==> config.mk <==
export PLATFORM = sky130hd
export DESIGN_NAME = neander_x_control_flat
export DESIGN_NICKNAME = d
export VERILOG_FILES = /design/src/rtl/neander_x_control_if.sv /design/src/rtl/neander_x_control.sv /design/src/flat_wrapper.sv
export SDC_FILE = /design/constraint.sdc
export NUM_CORES = 1
export LEC_CHECK = 0
export ABC_AREA = 1
export CAP_MARGIN = 0
export CORE_UTILIZATION = 40
export DETAILED_ROUTE_END_ITERATION = 16
export PLACE_DENSITY = 0.76
export SLEW_MARGIN = 25
export SYNTH_ARGS = -nofsm -noshare
export SYNTH_HDL_FRONTEND = slang
export SYNTH_SLANG_ARGS = --single-unit
==> constraint.sdc <==
create_clock -name clk -period 3.01 [get_ports clk]
set_clock_uncertainty 0.05 [all_clocks]
set_input_delay 0.7525 -clock clk [delete_from_list [all_inputs] [get_ports clk]]
set_output_delay 0.7525 -clock clk [all_outputs]
set_load 0.005 [all_outputs]
==> src/rtl/neander_x_control_if.sv <==
// neander_x_control_if
// Bundle of signals between the NEANDER-X sequencer and its datapath.
//   Inputs to the sequencer (driven by the datapath):
//     opcode[3:0], sub_opcode[3:0] : instruction register fields
//     flagN, flagZ                 : datapath condition flags
//   Outputs from the sequencer (consumed by the datapath):
//     mem_read, mem_write, pc_inc, pc_load, ac_load, ri_load, rem_load,
//     rdm_load, nz_load, addr_sel[1:0], alu_op[1:0], sp_inc, sp_dec,
//     mem_data_sel, io_write_ctrl, halted
// modport master is the sequencer side, modport slave the datapath side.
interface neander_x_control_if;
    logic [3:0] opcode;
    logic [3:0] sub_opcode;
    logic       flagN;
    logic       flagZ;
    logic       mem_read;
    logic       mem_write;
    logic       pc_inc;
    logic       pc_load;
    logic       ac_load;
    logic       ri_load;
    logic       rem_load;
    logic       rdm_load;
    logic       nz_load;
    logic [1:0] addr_sel;
    logic [1:0] alu_op;
    logic       sp_inc;
    logic       sp_dec;
    logic       mem_data_sel;
    logic       io_write_ctrl;
    logic       halted;

    modport master (
        input  opcode, sub_opcode, flagN, flagZ,
        output mem_read, mem_write, pc_inc, pc_load, ac_load, ri_load,
               rem_load, rdm_load, nz_load, addr_sel, alu_op, sp_inc,
               sp_dec, mem_data_sel, io_write_ctrl, halted
    );

    modport slave (
        output opcode, sub_opcode, flagN, flagZ,
        input  mem_read, mem_write, pc_inc, pc_load, ac_load, ri_load,
               rem_load, rdm_load, nz_load, addr_sel, alu_op, sp_inc,
               sp_dec, mem_data_sel, io_write_ctrl, halted
    );
endinterface

==> src/rtl/neander_x_control.sv <==
// neander_x_control
// Moore sequencer for the NEANDER-X CPU: fetch, decode and execute one
// instruction at a time, driving every datapath control from one state
// register.
//   clk   : system clock, rising edge
//   reset : synchronous, active low; also forces all outputs to 0 while low
//   bus   : neander_x_control_if.master (instruction fields and flags in,
//           datapath control strobes out)
module neander_x_control (
    input  logic                       clk,
    input  logic                       reset,
    neander_x_control_if.master        bus
);

    // The ALU and IO terminal states are split per operation so that every
    // output is a function of the state alone.
    typedef enum logic [4:0] {
        F1, F2, F3, DEC,
        A1, A2, A3,
        STW, EXM_ADD, EXM_AND, EXM_OR, NOTX,
        JP, SKIP, LDX, IOX_IN, IOX_OUT,
        SPD, SPA, SWR, PRD, CWR, RRD,
        HALT
    } state_t;

    state_t state_q, state_d;

    // State register; reset restarts fetch, abandoning any instruction.
    always_ff @(posedge clk) begin
        if (!reset) state_q <= F1;
        else        state_q <= state_d;
    end

    // Next-state logic. Shared states pick their successor from RI, which
    // only changes in F3, so the fields are stable for the whole instruction.
    always_comb begin
        state_d = F1;
        case (state_q)
            F1:  state_d = F2;
            F2:  state_d = F3;
            F3:  state_d = DEC;
            DEC: begin
                case (bus.opcode)
                    4'h1, 4'h2, 4'h3, 4'h4, 4'h5,
                    4'h8, 4'hC, 4'hD, 4'hE: state_d = A1;
                    4'h6:                   state_d = NOTX;
                    4'h9:                   state_d = bus.flagN ? A1 : SKIP;
                    4'hA:                   state_d = bus.flagZ ? A1 : SKIP;
                    4'h7: begin
                        case (bus.sub_opcode)
                            4'h0:    state_d = SPD;
                            4'h1:    state_d = SPA;
                            4'h2:    state_d = A1;
                            4'h3:    state_d = SPA;
                            default: state_d = F1;
                        endcase
                    end
                    4'hF:                   state_d = HALT;
                    default:                state_d = F1;
                endcase
            end
            A1:  state_d = (bus.opcode == 4'hE) ? LDX : A2;
            A2: begin
                case (bus.opcode)
                    4'h1, 4'h2, 4'h3, 4'h4, 4'h5: state_d = A3;
                    4'h8, 4'h9, 4'hA:             state_d = JP;
                    4'hC:                         state_d = IOX_IN;
                    4'hD:                         state_d = IOX_OUT;
                    4'h7:                         state_d = SPD;
                    default:                      state_d = F1;
                endcase
            end
            A3: begin
                case (bus.opcode)
                    4'h1:    state_d = STW;
                    4'h4:    state_d = EXM_OR;
                    4'h5:    state_d = EXM_AND;
                    default: state_d = EXM_ADD;
                endcase
            end
            SPD: state_d = SPA;
            SPA: begin
                case (bus.sub_opcode)
                    4'h0:    state_d = SWR;
                    4'h1:    state_d = PRD;
                    4'h2:    state_d = CWR;
                    4'h3:    state_d = RRD;
                    default: state_d = F1;
                endcase
            end
            RRD:  state_d = JP;
            HALT: state_d = HALT;
            default: state_d = F1;
        endcase
    end

    // Output decode from the state register. The final reset gate keeps the
    // datapath quiet while reset is held, even though the state is already F1.
    always_comb begin
        bus.mem_read      = 1'b0;
        bus.mem_write     = 1'b0;
        bus.pc_inc        = 1'b0;
        bus.pc_load       = 1'b0;
        bus.ac_load       = 1'b0;
        bus.ri_load       = 1'b0;
        bus.rem_load      = 1'b0;
        bus.rdm_load      = 1'b0;
        bus.nz_load       = 1'b0;
        bus.addr_sel      = 2'b00;
        bus.alu_op        = 2'b00;
        bus.sp_inc        = 1'b0;
        bus.sp_dec        = 1'b0;
        bus.mem_data_sel  = 1'b0;
        bus.io_write_ctrl = 1'b0;
        bus.halted        = 1'b0;
        case (state_q)
            F1, A1: begin
                bus.addr_sel = 2'b01;
                bus.rem_load = 1'b1;
            end
            F2, A2: begin
                bus.mem_read = 1'b1;
                bus.rdm_load = 1'b1;
                bus.pc_inc   = 1'b1;
            end
            F3:   bus.ri_load  = 1'b1;
            A3:   bus.rem_load = 1'b1;
            STW:  bus.mem_write = 1'b1;
            EXM_ADD, EXM_AND, EXM_OR: begin
                bus.mem_read = 1'b1;
                bus.ac_load  = 1'b1;
                bus.nz_load  = 1'b1;
                if (state_q == EXM_AND) bus.alu_op = 2'b01;
                if (state_q == EXM_OR)  bus.alu_op = 2'b10;
            end
            NOTX: begin
                bus.ac_load = 1'b1;
                bus.nz_load = 1'b1;
                bus.alu_op  = 2'b11;
            end
            JP:   bus.pc_load = 1'b1;
            SKIP: bus.pc_inc  = 1'b1;
            LDX: begin
                bus.mem_read = 1'b1;
                bus.ac_load  = 1'b1;
                bus.nz_load  = 1'b1;
                bus.pc_inc   = 1'b1;
            end
            IOX_IN: begin
                bus.ac_load = 1'b1;
                bus.nz_load = 1'b1;
            end
            IOX_OUT: bus.io_write_ctrl = 1'b1;
            SPD:     bus.sp_dec = 1'b1;
            SPA: begin
                bus.addr_sel = 2'b10;
                bus.rem_load = 1'b1;
            end
            SWR: bus.mem_write = 1'b1;
            PRD: begin
                bus.mem_read = 1'b1;
                bus.ac_load  = 1'b1;
                bus.nz_load  = 1'b1;
                bus.sp_inc   = 1'b1;
            end
            CWR: begin
                bus.mem_write    = 1'b1;
                bus.mem_data_sel = 1'b1;
                bus.pc_load      = 1'b1;
            end
            RRD: begin
                bus.mem_read = 1'b1;
                bus.rdm_load = 1'b1;
                bus.sp_inc   = 1'b1;
            end
            HALT: bus.halted = 1'b1;
            default: ;
        endcase
        if (!reset) begin
            bus.mem_read      = 1'b0;
            bus.mem_write     = 1'b0;
            bus.pc_inc        = 1'b0;
            bus.pc_load       = 1'b0;
            bus.ac_load       = 1'b0;
            bus.ri_load       = 1'b0;
            bus.rem_load      = 1'b0;
            bus.rdm_load      = 1'b0;
            bus.nz_load       = 1'b0;
            bus.addr_sel      = 2'b00;
            bus.alu_op        = 2'b00;
            bus.sp_inc        = 1'b0;
            bus.sp_dec        = 1'b0;
            bus.mem_data_sel  = 1'b0;
            bus.io_write_ctrl = 1'b0;
            bus.halted        = 1'b0;
        end
    end

endmodule

==> src/flat_wrapper.sv <==
// flat-port wrapper written by rule: the top's interface ports become plain ports
module neander_x_control_flat 
  (clk, reset, bus_opcode, bus_sub_opcode, bus_flagN, bus_flagZ, bus_mem_read, bus_mem_write, bus_pc_inc, bus_pc_load, bus_ac_load, bus_ri_load, bus_rem_load, bus_rdm_load, bus_nz_load, bus_addr_sel, bus_alu_op, bus_sp_inc, bus_sp_dec, bus_mem_data_sel, bus_io_write_ctrl, bus_halted);
  neander_x_control_if bus_i ();
  input  logic clk;
  input  logic reset;
  input wire logic [$bits(bus_i.opcode)-1:0] bus_opcode;
  input wire logic [$bits(bus_i.sub_opcode)-1:0] bus_sub_opcode;
  input wire logic [$bits(bus_i.flagN)-1:0] bus_flagN;
  input wire logic [$bits(bus_i.flagZ)-1:0] bus_flagZ;
  output wire logic [$bits(bus_i.mem_read)-1:0] bus_mem_read;
  output wire logic [$bits(bus_i.mem_write)-1:0] bus_mem_write;
  output wire logic [$bits(bus_i.pc_inc)-1:0] bus_pc_inc;
  output wire logic [$bits(bus_i.pc_load)-1:0] bus_pc_load;
  output wire logic [$bits(bus_i.ac_load)-1:0] bus_ac_load;
  output wire logic [$bits(bus_i.ri_load)-1:0] bus_ri_load;
  output wire logic [$bits(bus_i.rem_load)-1:0] bus_rem_load;
  output wire logic [$bits(bus_i.rdm_load)-1:0] bus_rdm_load;
  output wire logic [$bits(bus_i.nz_load)-1:0] bus_nz_load;
  output wire logic [$bits(bus_i.addr_sel)-1:0] bus_addr_sel;
  output wire logic [$bits(bus_i.alu_op)-1:0] bus_alu_op;
  output wire logic [$bits(bus_i.sp_inc)-1:0] bus_sp_inc;
  output wire logic [$bits(bus_i.sp_dec)-1:0] bus_sp_dec;
  output wire logic [$bits(bus_i.mem_data_sel)-1:0] bus_mem_data_sel;
  output wire logic [$bits(bus_i.io_write_ctrl)-1:0] bus_io_write_ctrl;
  output wire logic [$bits(bus_i.halted)-1:0] bus_halted;
  assign bus_i.opcode = bus_opcode;
  assign bus_i.sub_opcode = bus_sub_opcode;
  assign bus_i.flagN = bus_flagN;
  assign bus_i.flagZ = bus_flagZ;
  assign bus_mem_read = bus_i.mem_read;
  assign bus_mem_write = bus_i.mem_write;
  assign bus_pc_inc = bus_i.pc_inc;
  assign bus_pc_load = bus_i.pc_load;
  assign bus_ac_load = bus_i.ac_load;
  assign bus_ri_load = bus_i.ri_load;
  assign bus_rem_load = bus_i.rem_load;
  assign bus_rdm_load = bus_i.rdm_load;
  assign bus_nz_load = bus_i.nz_load;
  assign bus_addr_sel = bus_i.addr_sel;
  assign bus_alu_op = bus_i.alu_op;
  assign bus_sp_inc = bus_i.sp_inc;
  assign bus_sp_dec = bus_i.sp_dec;
  assign bus_mem_data_sel = bus_i.mem_data_sel;
  assign bus_io_write_ctrl = bus_i.io_write_ctrl;
  assign bus_halted = bus_i.halted;
  neander_x_control u_core (.clk(clk), .reset(reset), .bus(bus_i));
endmodule
==> flow_metrics.env <==
export IMPL_critPathTopFamily="buffers and inverters"
export IMPL_placed_cell_area_um2=1310
export IMPL_drt_iter0_drc=46
export IMPL_fin_setup_tns_ns=0
export IMPL_post_route_util_pct=58.8
export IMPL_cts_sink_count=5
export IMPL_cts_buffers=3
export IMPL_sw_frac_of_total_pct=48.1
export IMPL_critPathKind="flop to primary output"
export IMPL_synth_area_leaders="nand2_1 20%, nor2_1 18%, dfxtp_1 10%"
export IMPL_clkTransAtPathRegs_ns=0.04
export IMPL_grtUsageMet3_pct=2.05
export IMPL_synth_compound_area_share_pct=12.0
export IMPL_synth_top_family_by_area="simple AND/OR/NAND/NOR gates"
export IMPL_overflow=0
export IMPL_avgSynthCellArea_um2=5.00
export IMPL_period_needed_ns=2.73
export IMPL_post_cts_repair_setup_buffers=0
export IMPL_fillers=227
export IMPL_place_ws_ns=-0.00296
export IMPL_root_buffer="clkbuf_4"
export IMPL_synth_top_cell_area_share_pct=20.2
export IMPL_grt_busiest_layer="met1"
export IMPL_syn_to_final_growth_pct=34.4
export IMPL_slowest_delay_ns=0.52
export IMPL_yosys_mux_area_fraction_pct=0
export IMPL_min_path_cells=5
export IMPL_die_h_um=52.1
export IMPL_crit_buf_inv=3
export IMPL_synthXorXnorAreaFrac_pct=0
export IMPL_met1_usage_pct=32.8
export IMPL_top_register="u_core.state_q"
export IMPL_worst_setup_path_end_kind="primary output"
export IMPL_cts_tree="built"
export IMPL_seqPwrFrac_pct=21.5
export IMPL_hold_class="flop to flop"
export IMPL_r2r_cells=8
export IMPL_grt_max_degree=12
export IMPL_yosysWarnings=0
export IMPL_cp_arrival_ns=1.93
export IMPL_cp_common_cell="a31oi_1"
export IMPL_status="finished clean"
export IMPL_nNetsFinal=244
export IMPL_dieArea_um2=2720
export IMPL_place_congestion=0.898
export IMPL_p_clk_share_pct=15.0
export IMPL_synth_fa_ha_area_share_pct=0
export IMPL_crit_required_ns=2.21
export IMPL_cp_max_fo=5
export IMPL_fmaxAchievable_mhz=366
export IMPL_drv_slew=0
export IMPL_p_comb_share_pct=63.6
export IMPL_io_buffers=29
export IMPL_routed_wl_um=2640
export IMPL_antenna_found_initial=0
export IMPL_slowest_stage="clkdlybuf4s50_1"
export IMPL_yosysTopAreaCell="nand2_1"
export IMPL_drt_first_pass_iters=4
export IMPL_min_period_over_period_pct=90.8
export IMPL_syn_area_um2=1000
export IMPL_initial_utilization_pct=43.7
export IMPL_clockBufferDepth=2
export IMPL_rsz0062_at_grt="no"
export IMPL_final_cell_area_um2=1350
export IMPL_start_kind="flop"
export IMPL_grt_pass1_vias=1056
export IMPL_relSlewSlack_pct=72.1
export IMPL_reg_largest_list="u_core.state_q x5"
export IMPL_num_antenna_cells=0
export IMPL_vias=1321
export IMPL_synthSimpleGateAreaFrac_pct=64.4
export IMPL_setup_violations=0
export IMPL_viasPerCell=5.10
export IMPL_crit_chain="inv_2 > nor2_4 > nand2_2 > inv_1 > a31oi_1 > a31oi_1 > clkdlybuf4s50_1"
export IMPL_drc=0
export IMPL_cellLeakagePower_nw=0.679
export IMPL_grt_pass1_wl_um=4390
export IMPL_ctsHtreeMaxLevel=1
export IMPL_met2_usage_pct=30.6
export IMPL_synthCells=201
export IMPL_io_pins=30
export IMPL_powerDensity_nw_per_um2=371
export IMPL_crit_cells=7
export IMPL_vdd_ir_drop_max_v=0.000342
export IMPL_final_cell_mix="54 x nand2_1, 48 x nor2_1, 24 x clkdlybuf4s50_1"
export IMPL_drv_cap=0
export IMPL_post_drt_wl_per_cell_um=10.2
export IMPL_clk_insertion_delay_late_ns=0.24
export IMPL_final_hold_viol_count=0
export IMPL_largest_reg_flops=5
export IMPL_synth_seq_cells=5
export IMPL_syn_nets=213
export IMPL_place_hpwl_um=2200
export IMPL_synth_cell_types=25
export IMPL_grt_total_usage_pct=21.3
export IMPL_ys_seq_area_share_pct=9.96
export IMPL_rows=17
export IMPL_worst_pin_slew_ns=0.417
export IMPL_drive_gt1_share_pct=11.7
export IMPL_finalWorstSetupSlack_ns=0.278
export IMPL_p_switching_mw=0.241
export IMPL_p_int_mw=0.260
export IMPL_power_mw=0.501
export IMPL_ant_nets=0
export IMPL_final_common_cell="nand2_1"
export IMPL_coreArea_um2=2300
export IMPL_fp_dieW_um=52.1
==> what timing repair did <==
action | CTS | global route
pin swaps | 0 | 0
setup endpoints to repair | 1 | 7
gates resized for setup | 1 | 7
hold buffers | 0 | 0
cloned | 0 | 0
==> power by group through the flow <==
| stage | Clock, mW | Sequential (mW) | Combinational (mW) |
|---|---|---|---|
| 5_1_grt | 0.0860 | 0.110 | 0.361 |
| 6_report | 0.0750 | 0.108 | 0.319 |
| 4_1_cts | 0.0776 | 0.107 | 0.318 |
| 2_1_floorplan | 0 | 0.101 | 0.217 |
| 3_5_place_dp | 0 | 0.108 | 0.317 |
| 3_3_place_gp | 0 | 0.108 | 0.321 |
==> worst reg2reg max path: cells and delay by family, from the launching register on <==
family	cells	cell delay [ns]
compound gates	1	0.13
buf+inv	2	0.17
flops	1	0.46
simple gates	5	0.60
==> metrics by stage <==
step | cells | hold WS, ns
detailed placement | 255 | 0.772
global placement | 255 | 0.781
floorplan | 201 | 0.722
finish | 259 | 0.747
CTS | 259 | 0.787
global route | 259 | 0.815
==> worst paths after layout <==
check               startpoint           endpoint  slack, ns
max          u_core.state_q[0]        bus_ac_load       0.28
min          u_core.state_q[4]  u_core.state_q[0]       0.75
max reg2reg  u_core.state_q[0]  u_core.state_q[3]       1.54
min reg2reg  u_core.state_q[4]  u_core.state_q[0]       0.75
==> logic make-up after synthesis <==
family	after synthesis
flip-flops	5
AO/OA/AOI/OAI	22
buffers and inverters	31
AND/OR/NAND/NOR	143
==> final cells by class <==
| class | instances | area (um2) | share of cell area, % |
|---|---|---|---|
| clock buffers | 4 | 26.3 | 1.95 |
| flip-flops and latches | 5 | 103 | 7.60 |
| well taps | 28 | 35.0 | 2.60 |
| inverters | 25 | 95.1 | 7.04 |
| multi-input cells | 165 | 769 | 57.0 |
| repair buffers | 32 | 322 | 23.8 |
==> per-layer routing <==
layer / vias to the layer above / part of all wire (%)
li1: 703 / -
met4: 0 / 0.72
met5: - / 0
met2: 32 / 42
met1: 584 / 53
met3: 2 / 4.4
==> synthesized netlist by cell type, drive strengths merged <==
master and count:
o21ai 6, nand4 2, a21oi 11, nor3 7, buf 5, nand3b 2, clkinv 1, nand3 19
a31oi 4, nor2 56, o22ai 1, inv 24, dfxtp 5, nand2 57, clkbuf 1
No activity file was read; power rests on OpenSTA's default activity.
